`src/rtl/priority_scan_pkg.sv`:
```
`default_nettype none
// ============================================================================
// Module      : priority_scan_pkg
// Description : Shared constants and helpers for the priority scan encoder.
// Revision    : 1.0 - initial release
// ============================================================================
package priority_scan_pkg;

    localparam int c_default_n = 8;

    localparam logic [0:0] c_st_idle = 1'b0;
    localparam logic [0:0] c_st_scan = 1'b1;

    // Index width for an n-source vector, never narrower than one bit.
    function automatic int idx_width(input int n);
        return (n <= 2) ? 1 : $clog2(n);
    endfunction

endpackage
`default_nettype wire

```
`src/rtl/priority_scan_encoder_lsb_find.sv`:
```
`default_nettype none
// ============================================================================
// Module      : lsb_find
// Description : Combinational lowest-set-bit finder with population flags.
// Revision    : 1.0 - initial release
// ============================================================================
module lsb_find
    import priority_scan_pkg::*;
#(
    parameter int N = c_default_n,
    localparam int W = idx_width(N)
) (
    input  logic [N-1:0] vec,
    output logic [W-1:0] index,
    output logic         any_set,
    output logic         one_hot_or_zero
);

    localparam logic [N-1:0] c_one = {{(N-1){1'b0}}, 1'b1};

    logic [W-1:0] w_index;
    logic         w_found;
    logic [N-1:0] w_minus_one;

    always_comb begin
        w_index = '0;
        w_found = 1'b0;
        for (int i = 0; i < N; i++) begin
            if (!w_found && vec[i]) begin
                w_index = W'(i);
                w_found = 1'b1;
            end
        end
    end

    // Clearing the lowest set bit leaves zero exactly when at most one bit is set.
    assign w_minus_one     = vec - c_one;
    assign index           = w_index;
    assign any_set         = |vec;
    assign one_hot_or_zero = ((vec & w_minus_one) == '0);

endmodule
`default_nettype wire

```
`src/rtl/priority_scan_encoder.sv`:
```
`default_nettype none
// ============================================================================
// Module      : priority_scan_encoder
// Description : Captures a request vector and reports its set bits, LSB first.
// Revision    : 1.0 - initial release
// ============================================================================
module priority_scan_encoder
    import priority_scan_pkg::*;
#(
    parameter int N = c_default_n,
    localparam int W = idx_width(N)
) (
    input  logic         clk,
    input  logic         rst,
    input  logic [N-1:0] in_vec,
    input  logic         in_valid,
    output logic         in_ready,
    output logic [W-1:0] out_idx,
    output logic         out_valid,
    input  logic         out_ready,
    output logic         out_last,
    output logic         out_zero
);

    localparam logic [N-1:0] c_one = {{(N-1){1'b0}}, 1'b1};

    generate
        if (N < 2 || N > 64) begin : g_bad_width
            $error("priority_scan_encoder: N must be within 2..64");
        end
    endgenerate

    logic [0:0]   r_state;
    logic [0:0]   w_state_next;
    logic [N-1:0] r_pend;
    logic [N-1:0] w_pend_next;

    logic [W-1:0] w_idx;
    logic         w_any_set;
    logic         w_one_or_zero;

    lsb_find #(
        .N (N)
    ) u_lsb_find (
        .vec             (r_pend),
        .index           (w_idx),
        .any_set         (w_any_set),
        .one_hot_or_zero (w_one_or_zero)
    );

    always_ff @(posedge clk) begin
        if (rst) begin
            r_state <= c_st_idle;
            r_pend  <= '0;
        end else begin
            r_state <= w_state_next;
            r_pend  <= w_pend_next;
        end
    end

    always_comb begin
        w_state_next = r_state;
        w_pend_next  = r_pend;
        case (r_state)
            c_st_idle: begin
                if (in_valid) begin
                    w_state_next = c_st_scan;
                    w_pend_next  = in_vec;
                end
            end
            c_st_scan: begin
                if (out_ready) begin
                    if (w_one_or_zero) begin
                        w_state_next = c_st_idle;
                        w_pend_next  = '0;
                    end else begin
                        w_pend_next = r_pend & ~(c_one << w_idx);
                    end
                end
            end
            default: begin
                w_state_next = c_st_idle;
                w_pend_next  = '0;
            end
        endcase
    end

    // The pending vector only reads zero in SCAN when the captured vector was zero.
    always_comb begin
        in_ready  = (r_state == c_st_idle) && !rst;
        out_valid = 1'b0;
        out_idx   = '0;
        out_last  = 1'b0;
        out_zero  = 1'b0;
        if (r_state == c_st_scan) begin
            out_valid = 1'b1;
            out_idx   = w_idx;
            out_last  = w_one_or_zero;
            out_zero  = !w_any_set;
        end
    end

endmodule
`default_nettype wire

```
`config.mk`:
```
export PLATFORM = sky130hd
export DESIGN_NAME = priority_scan_encoder
export DESIGN_NICKNAME = d
export VERILOG_FILES = /design/src/rtl/priority_scan_pkg.sv /design/src/rtl/priority_scan_encoder_lsb_find.sv /design/src/rtl/priority_scan_encoder.sv
export SDC_FILE = /design/constraint.sdc
export NUM_CORES = 1
export LEC_CHECK = 0
export ABC_AREA = 1
export CAP_MARGIN = 20
export CORE_AREA = 2 2 40 42
export CTS_BUF_LIST = sky130_fd_sc_hd__clkbuf_16
export DETAILED_ROUTE_END_ITERATION = 6
export DIE_AREA = 0 0 42 44
export PLACE_DENSITY = 0.86
export SYNTH_ARGS = -nofsm -noshare
export SYNTH_HDL_FRONTEND = slang
export SYNTH_SLANG_ARGS = --single-unit
```
`constraint.sdc`:
```
create_clock -name clk -period 1.7 [get_ports clk]
set_input_delay 0.34 -clock clk [delete_from_list [all_inputs] [get_ports clk]]
set_output_delay 0.34 -clock clk [all_outputs]
set_load 0.03 [all_outputs]
```
Word level (Yosys, flattened, before mapping)
Index checks and enable logic that the tools add are counted. Widths: inputs -> output; s select.

Latch bits: 0. Register bits: 9. Logic and storage cells: 56. Output and inout port bits: 7. ROM bits: 0. Input bits: 12. Bits in writable memories: 0. Memories: 0.

Bitwise gates (word level): 4. $lt $le $gt $ge: 0. $mul: 0. Add/sub/neg operators: 1. Shift operators: 1. Divide/modulo/power cells: 0. Mux-type cells: 26. Eq/ne operators: 2. Reductions and logical operators: 20.

Operator list (count): $mux 8 (3); $and 8x8->8 (2); $pmux 8 s2 (1); $mux 3 (5); $mux 1 (14); $logic_not 1->1 (9); $logic_and 1x1->1 (8); $logic_not 8->1 (1); $not 8->8 (1); $reduce_or 8->1 (1); $shl 1x3->8 const A (1); $sub 8x1->8 const B (1); $mux 2 (2); $ne 2x2->1 const B (2); $pmux 1 s2 (1); $reduce_and 2->1 (1); $not 1->1 (1).

Logic depth before layout (Yosys ltp)
Gate-level depths: netlist (run 1).

Word-level depth: 28. Depth in mapped cells: 8. Mapped depth without buffers: 8.

Cells and area by module
Synthesis (run 1) repeated with hierarchy kept, for this count alone.

Cells, all modules: 134. Area, all modules: 764.5 um2.

By module, submodules not included: priority_scan_encoder (area an instance 594.3 um2, cells each 99, times used 1, sequential area each 180.2 um2); lsb_find (area an instance 170.2 um2, cells each 35, times used 1, sequential area each 0.0 um2).

Least setup slack after synthesis (run 1)
No wires, ideal clock.

Path kind: register -> output. Start: register r_state. End: output port out_zero. Buffers on the path: 1. Stages on the path, launching flop included: 4. Arrival time: 1.810 ns. Data required time: 1.360 ns. Setup slack: -0.450 ns. Path through: dfxtp_1 > inv_2 > buf_2 > nor4_1.

Word-level cells in the longest chain between the ends: 1.

Ends and longest elaborated chain: from (decl) (RTL line priority_scan_encoder.sv:33) `logic [0:0] r_state;`; from (signal assigned) (RTL line priority_scan_encoder.sv:53) `r_state <= c_st_idle;`; from (signal assigned) (RTL line priority_scan_encoder.sv:56) `r_state <= w_state_next;`; $mux 1 (RTL line priority_scan_encoder.sv:95) `if (r_state == c_st_scan) begin`; to (decl) (RTL line priority_scan_encoder.sv:22) `output logic out_zero`.

Every way passes these cells.

Worst setup path in the final report (run 1)
Start: register r_pend[1]. End: output port out_last.

Word-level cells in the longest chain between the ends: 4.

Ends and longest elaborated chain: from (decl) (RTL line priority_scan_encoder.sv:35) `logic [N-1:0] r_pend;`; from (signal assigned) (RTL line priority_scan_encoder.sv:57) `r_pend <= w_pend_next;`; $sub 8x1->8 (RTL line priority_scan_encoder_lsb_find.sv:37) `assign w_minus_one = vec - c_one;`; $and 8x8->8 * (RTL line priority_scan_encoder_lsb_find.sv:40) `assign one_hot_or_zero = ((vec & w_minus_one) == '0);`; $logic_not 8->1 * (RTL line priority_scan_encoder_lsb_find.sv:40); $mux 1 * (RTL line priority_scan_encoder.sv:95); to (decl) (RTL line priority_scan_encoder.sv:21) `output logic out_last,`.

Every way passes the cells marked *; elsewhere a longest branch is shown, timed or not.

==> results.yml, run 1 <==
logic_synthesis:
  syn_inst: 97
  post-synth-top-area-cell: "dfxtp_1"
  synth_cell_types: 21
  yosysSeqAreaShare_pct: 29.5
  syn_area_um2: 611
  post-synth-top-area-fraction_pct: 29.5
  ys_ff_latch: 9
  syn_avg_cell_area_um2: 6.29
  syn-num-nets: 109
  ys_top_cells_by_area: "dfxtp_1 (30%), nand2_1 (13%), a21oi_1 (12%)"
  yosys_warnings: 0
global_routing:
  gr-usage-met2_pct: 33.4
  grt_busiest_layer: "met2"
  grt_max_degree: 15
  gr-total-overflow: 0
  met3_usage_pct: 3.75
  grt_util_all_layers_pct: 19.3
  antenna_found_initial: 0
  grtUsageMet1_pct: 22.7
  grt_pass1_wl_mm: 2.68
  grt_pass1_vias: 657
sta:
  relSlewSlack_pct: 78.3
  setup_slack_ps: -70.5
  final-hold-violation-count: 0
  fin_crit_sh_pct: 104
  skew_ps: 2.61
  worst_pin_slew_ps: 325
  finalSetupViolCount: 4
  max_freq_ghz: 0.565
  rsz0062_at_grt: "yes"
  maxSlewViolCount: 0
  fin_crit_ps: 1770
worst_setup_path:
  cp-startpoint: "r_pend[1]"
  r2r_cells: 6
  r2r_start: "r_state"
  worst-r2r-setup-slack_ps: 400
  crit_type: "reg2out"
  required_ps: 1360
  crit_path_start_kind: "flop"
  arrival_ps: 1430
  crit_path_end_kind: "output port"
  r2r_end: "r_pend[5]"
  crit_fanout: 5
cells_and_area:
  layout_commonest_cell: "nand2_1"
  area_delta_synth_final_pct: 57.8
  fin_area_um2: 963
  finalNetCount: 135
  final_layout_size_suffix_gt1_share_pct: 31.1
  n_antenna_cell: 0
  layout_common_cells: "nand2_1 (17), a21oi_1 (15), inv_1 (12), clkdlybuf4s50_1 (12), buf_4 (9)"
worst_hold_path:
  whs_endpoint: "r_pend[5]"
  hold_class: "reg2reg"
  worstHoldStart: "r_pend[5]"
  hold_path_depth: 2
clock_network:
  cts.sinks: 9
  tritoncts: "yes"
  clk_pin_slew_ps: 40
  worstSkewPairLatency_ps: 240
  cts_max_path_buffers: 2
  cts_buffers: 3
  cts_hold_buf: 0
  htreeDepth: 1
  root_buffer: "clkbuf_16"
placement:
  dp_hpwl_mm: 1.18
  place_area_um2: 820
  port_buffers: 18
  gp_congestion: 0.858
detailed_routing:
  wl_per_cell_um: 12.7
  drt_iter0_drc: 33
  routed-via-count: 750
  drt_wl_total_mm: 1.75
  drtAntennaViolNets: 0
  firstDrtPassIters: 4
  viasPerCell: 5.43
  drcViolationCount: 0
die:
  fp.dieW_um: 42
  initial_core_util_pct: 43.0
  num_rows: 14
  coreArea_mm2: 0.00142
  io_pins: 19
  die-height_um: 44
  die_area_mm2: 0.00185
job:
  max_cap_violations: 0
outcome:
  violations: "setup timing"
  status: "complete, but fails checks"
power:
  p_total_w: 0.00113
  power.density_mw_per_mm2: 1170
  vdd_drop_max_mv: 0.874
  leakagePower_nw: 0.422
## kinds of logic (layout without fill, tap and decap cells)
logic type / after synthesis / in the layout / share of synthesized area (%)
DFF: 9 / 9 / 29.5
AOI/OAI and AO/OA: 30 / 30 / 27.5
buffers and inverters: 18 / 43 / 12.5
and+or+nand+nor: 40 / 40 / 30.5
## cell usage after synthesis
| library cell | count |
|---|---|
| inv_2 | 4 |
| o21ai_0 | 8 |
| nand3_1 | 7 |
| nor2_1 | 6 |
| a311oi_1 | 1 |
| a31oi_1 | 2 |
| a21oi_1 | 15 |
| o211ai_1 | 1 |
| nand2_2 | 1 |
| nand2_1 | 21 |
| buf_6 | 1 |
| a21oi_2 | 1 |
| dfxtp_1 | 9 |
| a22oi_1 | 1 |
| inv_1 | 12 |
| nor2_2 | 1 |
| nand3_2 | 2 |
| nor2_4 | 1 |
| a211oi_1 | 1 |
| buf_2 | 1 |
| nor4_1 | 1 |
## worst max path at each step
stage | end | slack (ps) | depth (start not counted)
global route | out_last | -160 | 8
detailed placement | out_idx[1] | 160 | 6
finish | out_last | -70 | 8
floorplan | out_idx[0] | -20 | 5
CTS | out_last | -30 | 8
global placement | out_idx[0] | 190 | 6
## per-stage QoR
step           setup slack [ps]  hold slack (ps)  utilization (%)  setup TNS (ps)  cells
6_report                  -70.5              522             67.9            -125    138
5_1_grt                    -161              531             67.9            -448    138
4_1_cts                   -31.8              527             66.5           -46.5    137
3_5_place_dp                160              540             57.8               0    130
3_3_place_gp                187              524             57.8               0    130
2_1_floorplan             -18.2              402                -           -36.4     97
## metal layers
metal,part of all wire (%),wire length [um]
met2,49,855
met1,43,757
met5,0,0
met4,1.7,29
met3,6.3,111
## worst max-delay path, stage by stage (launching register included)
cell     delay [ps]
dfxtp_2         340
nor2_4          190
inv_2            70
nand2_2          80
nand3_2          80
nor2_1          110
nand2_1          70
nor2_1           90
buf_4           160
## registers in the layout (all words and copies together), names as in the netlist
signal   count
r_pend       8
r_state      1
## power by group
part           leakage (nW)  total [W]  internal (W)  switching [W]
Combinational         0.303   0.000428      0.000172       0.000256
Clock                0.0423   0.000409      0.000307       0.000102
Sequential           0.0766   0.000292      0.000246      0.0000460
## final cells by class
| cell class | instances | area (um2) |
|---|---|---|
| Multi-Input combinational cell | 70 | 407 |
| Fill cell | 112 | 455 |
| Clock buffer | 3 | 75.1 |
| Clock inverter | 1 | 3.75 |
| Timing Repair Buffer | 23 | 210 |
| Sequential cell | 9 | 188 |
| Inverter | 16 | 60.1 |
| Tap cell | 16 | 20.0 |
## repair_timing
| action | in CTS | in global routing |
|---|---|---|
| pin swaps | 4 | 4 |
| endpoints found under the setup margin | 4 | 5 |
| gates resized for setup | 10 | 5 |
| setup buffers | 3 | 1 |
| cloned | 0 | 0 |
Power figures use the tool's default switching activity.
==> run 2, diff against run 1 <==
Settings changed: HOLD_SLACK_MARGIN set to 0.08.
==> results of run 2 <==
Same layout as run 1: the final DEF is identical, and so are final timing and power.
==> RTL change 1: new RTL, flow settings as in run 1 <==
Change the package constant `c_default_n` from 8 to 4.
--- a/src/rtl/priority_scan_pkg.sv
+++ b/src/rtl/priority_scan_pkg.sv
@@ -6,7 +6,7 @@
 // ============================================================================
 package priority_scan_pkg;
 
-    localparam int c_default_n = 8;
+    localparam int c_default_n = 4;
 
     localparam logic [0:0] c_st_idle = 1'b0;
     localparam logic [0:0] c_st_scan = 1'b1;
Ports: changed (resized in_vec and out_idx); port bits go from 19 to 14. The function was not compared with the original's and may differ.
==> RTL change 1 against run 1 <==
- die area is the same
- routed wire length shrank 55%
- total power shrank 43%
- design area shrank 43%
- setup slack gained 0.20 ns
- sequential cell count shrank 4
- synthesized cell count shrank 48%
- area after synthesis shrank 45%
- maximum frequency grew 13%
- count of clock-buffer cells in the layout is the same
==> RTL change 1: results (changes against run 1) <==
- Filler instances: 150 (+34%)
- Final RePlAce weighted congestion: 0.885 (+3.2%)
- R2R setup slack: 0.69 ns (+0.29 ns)
- Sw frac: 24.6% (-11 points)
- Rel. slew slack: 79.7% (+1.5 points)
- Largest net degree at the start of global routing: 9 (-6)
- Nets: 76 (-44%)
- Postcts setup bufs: 0 (-3)
- Critical Path Fanout Max: 5 (unchanged)
- Leak: 0.253 nW (-40%)
- Port Buffers: 13 (-5)
- Largest delay share family, worst path: simple AND/OR/NAND/NOR gates
- CP max-delay cell: dfxtp_1
- Status: finished clean
- Skew final: 0.00253 ns (-0.0000764 ns)
- Total wire length: 795 um (-55%)
- Hold Crit Class: flip-flop to flip-flop
- Worst IR Drop VDD: 1.10 mV (+26%)
- CTS resizes: 0 (-10)
- Share of layout cells above drive strength 1: 20.9% (-10 points)
- Initial drt markers: 14 (-58%)
- All-Layer GR Usage: 9.57% (-9.7 points)
- Biggest regs: r_pend (4), r_state (1)
- Via count: 385 (-49%)
- Crit path DAT: 1.23 ns (-0.20 ns)
- Seq/Total Area, Yosys: 30.0% (+0.45 points)
- Clock Latency Late Sink: 0.22 ns (-0.02 ns)
- Synth Net Count: 58 (-47%)
- Yosys cell types: 17 (-19%)
- Post-synth top cells: 13 x nand2_1, 6 x nor2_1, 5 x a21oi_1, 5 x dfxtp_1, 5 x inv_1
- Ys async rst share: 0% (unchanged)
- CTS root buf: clkbuf_16
- Vias in the first global route: 346 (-47%)
- Cell Area, Placed: 468 um2 (-43%)
- DP Wirelength: 616 um (-48%)
- Global-route wire length before repair: 1.37 mm (-49%)
- Area contributors post-synth: dfxtp_1 30%, nand2_1 15%, a21oi_1 7.5%, nor2_1 6.7%, nand2_8 6.0%
-- RTL change 1: worst register-to-register path, stage by stage, from the launching register on --
cell and delay, ns:
dfxtp_1 0.32, buf_4 0.19, nand2_2 0.11, nand2_4 0.08, clkinv_2 0.07, nand2_1 0.06
a21oi_1 0.07
-- RTL change 1: kinds of logic (layout without fill, tap and decap cells) --
group,Yosys count,after routing,synth area share (%)
buf+inv,8,25,13.9
simple gates,27,27,40.5
compound gates,10,10,15.7
flops,5,5,30.0
-- RTL change 1: final timing paths --
kind | to | cells after the start | start
worst max-delay path | out_last | 6 | r_pend[0]
worst min register to register | r_pend[2] | 2 | r_pend[2]
worst min-delay path | r_pend[2] | 2 | r_pend[2]
worst max register to register | r_pend[3] | 6 | r_state
-- RTL change 1: area by class of cell --
class / instances / area (um2) / share of cell area, %
repair buffers: 14 / 125 / 22.9
well taps: 16 / 20.0 / 3.66
multi-input cells: 37 / 188 / 34.3
inverters: 7 / 35.0 / 6.41
clock inverters: 1 / 3.75 / 0.686
clock buffers: 3 / 75.1 / 13.7
flip-flops and latches: 5 / 100 / 18.3
-- RTL change 1: through the flow --
step | TNS (ns) | setup slack, ns | hold slack, ns | util (%) | std cells
finish | 0 | 0.133 | 0.507 | 38.5 | 83
global route | 0 | 0.0491 | 0.522 | 38.5 | 83
detailed placement | 0 | 0.210 | 0.497 | 33.0 | 79
floorplan | -0.139 | -0.0693 | 0.409 | - | 50
CTS | 0 | 0.127 | 0.502 | 38.5 | 83
global placement | 0 | 0.244 | 0.495 | 33.0 | 79
-- RTL change 1: power by group through the flow --
stage | clock, mW | sequential (mW) | combinational, mW
floorplan | 0 | 0.141 | 0.0826
global placement | 0 | 0.139 | 0.130
detailed placement | 0 | 0.139 | 0.133
CTS | 0.384 | 0.138 | 0.133
finish | 0.378 | 0.138 | 0.132
global route | 0.395 | 0.139 | 0.144
-- RTL change 1: metal layers --
layer,GRT usage (%),share of wire (%)
met5,0,0
met4,0,1.0
met3,5.83,7.2
met2,15.9,43
met1,11.3,49
==> RTL change 2: new RTL, flow settings as in run 1 <==
Made on the original files. Reset style: asynchronous (`rst`), changed in one clocked block.
--- a/src/rtl/priority_scan_encoder.sv
+++ b/src/rtl/priority_scan_encoder.sv
@@ -48,7 +48,7 @@
         .one_hot_or_zero (w_one_or_zero)
     );
 
-    always_ff @(posedge clk) begin
+    always_ff @(posedge clk or posedge rst) begin
         if (rst) begin
             r_state <= c_st_idle;
             r_pend  <= '0;
Behaviour: differs if rst is asserted again (counterexample within 4 cycles, from zero or initial values and one cycle with rst high); with rst held inactive, the same outputs for 10 cycles.
==> RTL change 2 against run 1 <==
- the run still ends with setup timing left
- routed wire length is 22% higher
- area after synthesis increased by 3.3%
- clock power is 1% higher
- setup slack got worse by 0.10 ns
- synthesized cell count decreased by 4.1%
- first-iteration DRC count shrank 48%
- sequential cell count is the same
- design area rose by 4.4%
- sequential share of layout area grew 3.3 points
- cell count fell by 0.72%
- clock skew barely moved
- critical path depth is the same
- total power decreased by 7.1%
==> RTL change 2: results (changes against run 1) <==
- Status: finished, violations left
- Failing checks: setup timing
- Largest net degree at the start of global routing: 12 (-3)
- Final RePlAce weighted congestion: 0.831 (-3.1%)
- Initial drt markers: 17 (-48%)
- Hold Crit Class: input port to async pin
- Worst IR Drop VDD: 0.540 mV (-38%)
- Share of layout cells above drive strength 1: 31.4% (+0.26 points)
- Reg2reg start: r_state
- H-tree Lvls: 1 (unchanged)
- DP Wirelength: 1.29 mm (+9.2%)
- CTS resizes: 12 (+2)
- Grt met3 use: 8.33% (+4.6 points)
- Yosys cell types: 18 (-14%)
- Crit path DAT: 1.53 ns (+0.10 ns)
- Post-synth top cells: 19 x nand2_1, 13 x nor2_1, 12 x inv_1
- CP startpoint: r_pend[1]
- Seq/Total Area, Yosys: 35.7% (+6.2 points)
- Final WS setup: -0.174 ns (-0.104 ns)
- Leak: 0.489 nW (+16%)
- Drt wl/cell: 15.6 um (+23%)
- Vias in the first global route: 787 (+20%)
- Skew final: 0.00226 ns (-0.000351 ns)
- All-Layer GR Usage: 27.1% (+7.8 points)
- CP max-delay cell: dfrtp_2
- Nets: 134 (-0.74%)
- DR WL met2: 1.11 mm (+30%)
- Routed length on met1: 779 um (+2.9%)
- Synth Net Count: 105 (-3.7%)
- Ys async rst share: 100% (+100 points)
- Area contributors post-synth: dfrtp_1 36%, nand2_1 11%, a21oi_1 7.9%, nor2_1 7.7%, inv_1 7.1%
- Met1 usage: 27.3% (+4.6 points)
- Global-route wire length before repair: 3.58 mm (+34%)
- Primary FF master, synth: dfrtp_1
- DR WL met3: 152 um (+37%)
- Postcts setup bufs: 4 (+1)
- Final setup vio count: 5 (+1)
- FF-to-FF End: r_pend[3]
- Worst-Margin Slew: 0.435 ns (+0.110 ns)
- Setup crit end: out_last
- Post-Place Worst Slack: 0.0789 ns (-0.0811 ns)
-- RTL change 2: changes by cell type in the layout (fill, tap and decap cells not counted), moves of 5 or more --
cell | run 1 | this run
a21oi_1 | 15 | 10
buf_4 | 9 | 14
dfrtp_1 | 0 | 6
dfxtp_2 | 6 | 0
nor2_1 | 6 | 11
o21ai_0 | 8 | 3
-- RTL change 2: area by class of cell --
| type | instances | area [um2] |
|---|---|---|
| Timing Repair Buffer | 27 | 236 |
| Clock inverter | 1 | 3.75 |
| Fill cell | 113 | 413 |
| Sequential cell | 9 | 229 |
| Clock buffer | 3 | 75.1 |
| Tap cell | 16 | 20.0 |
| Multi-Input combinational cell | 68 | 393 |
| Inverter | 13 | 48.8 |
-- RTL change 2: power by group through the flow --
stage	clock (mW)	combinational, mW	sequential (mW)
6_report	0.413	0.317	0.319
5_1_grt	0.429	0.345	0.322
4_1_cts	0.413	0.303	0.316
3_5_place_dp	0	0.256	0.310
3_3_place_gp	0	0.250	0.309
2_1_floorplan	0	0.181	0.298
-- RTL change 2: kinds of logic (layout without fill, tap and decap cells) --
kind of cell	after synthesis	in the layout	synth area share (%)
AND/OR/NAND/NOR	47	47	34.7
buffers and inverters	16	44	10.1
AO/OA/AOI/OAI	21	21	19.4
flip-flops	9	9	35.7
-- RTL change 2: worst reg2reg max path: stages (launching register included) --
cell and delay, ns:
dfrtp_1 0.41, buf_4 0.17, nand2_1 0.09, o21ai_2 0.07, inv_2 0.18, a21oi_1 0.08
a22oi_1 0.21
-- RTL change 2: per-stage QoR --
step	utilization, %	std cells	instance area, um2	hold slack (ns)
6_report	70.9	137	1010	0.416
3_5_place_dp	60.9	129	865	0.610
4_1_cts	70.7	137	1000	0.423
5_1_grt	70.9	137	1010	0.469
2_1_floorplan	-	93	657	0.168
3_3_place_gp	60.9	129	865	0.593
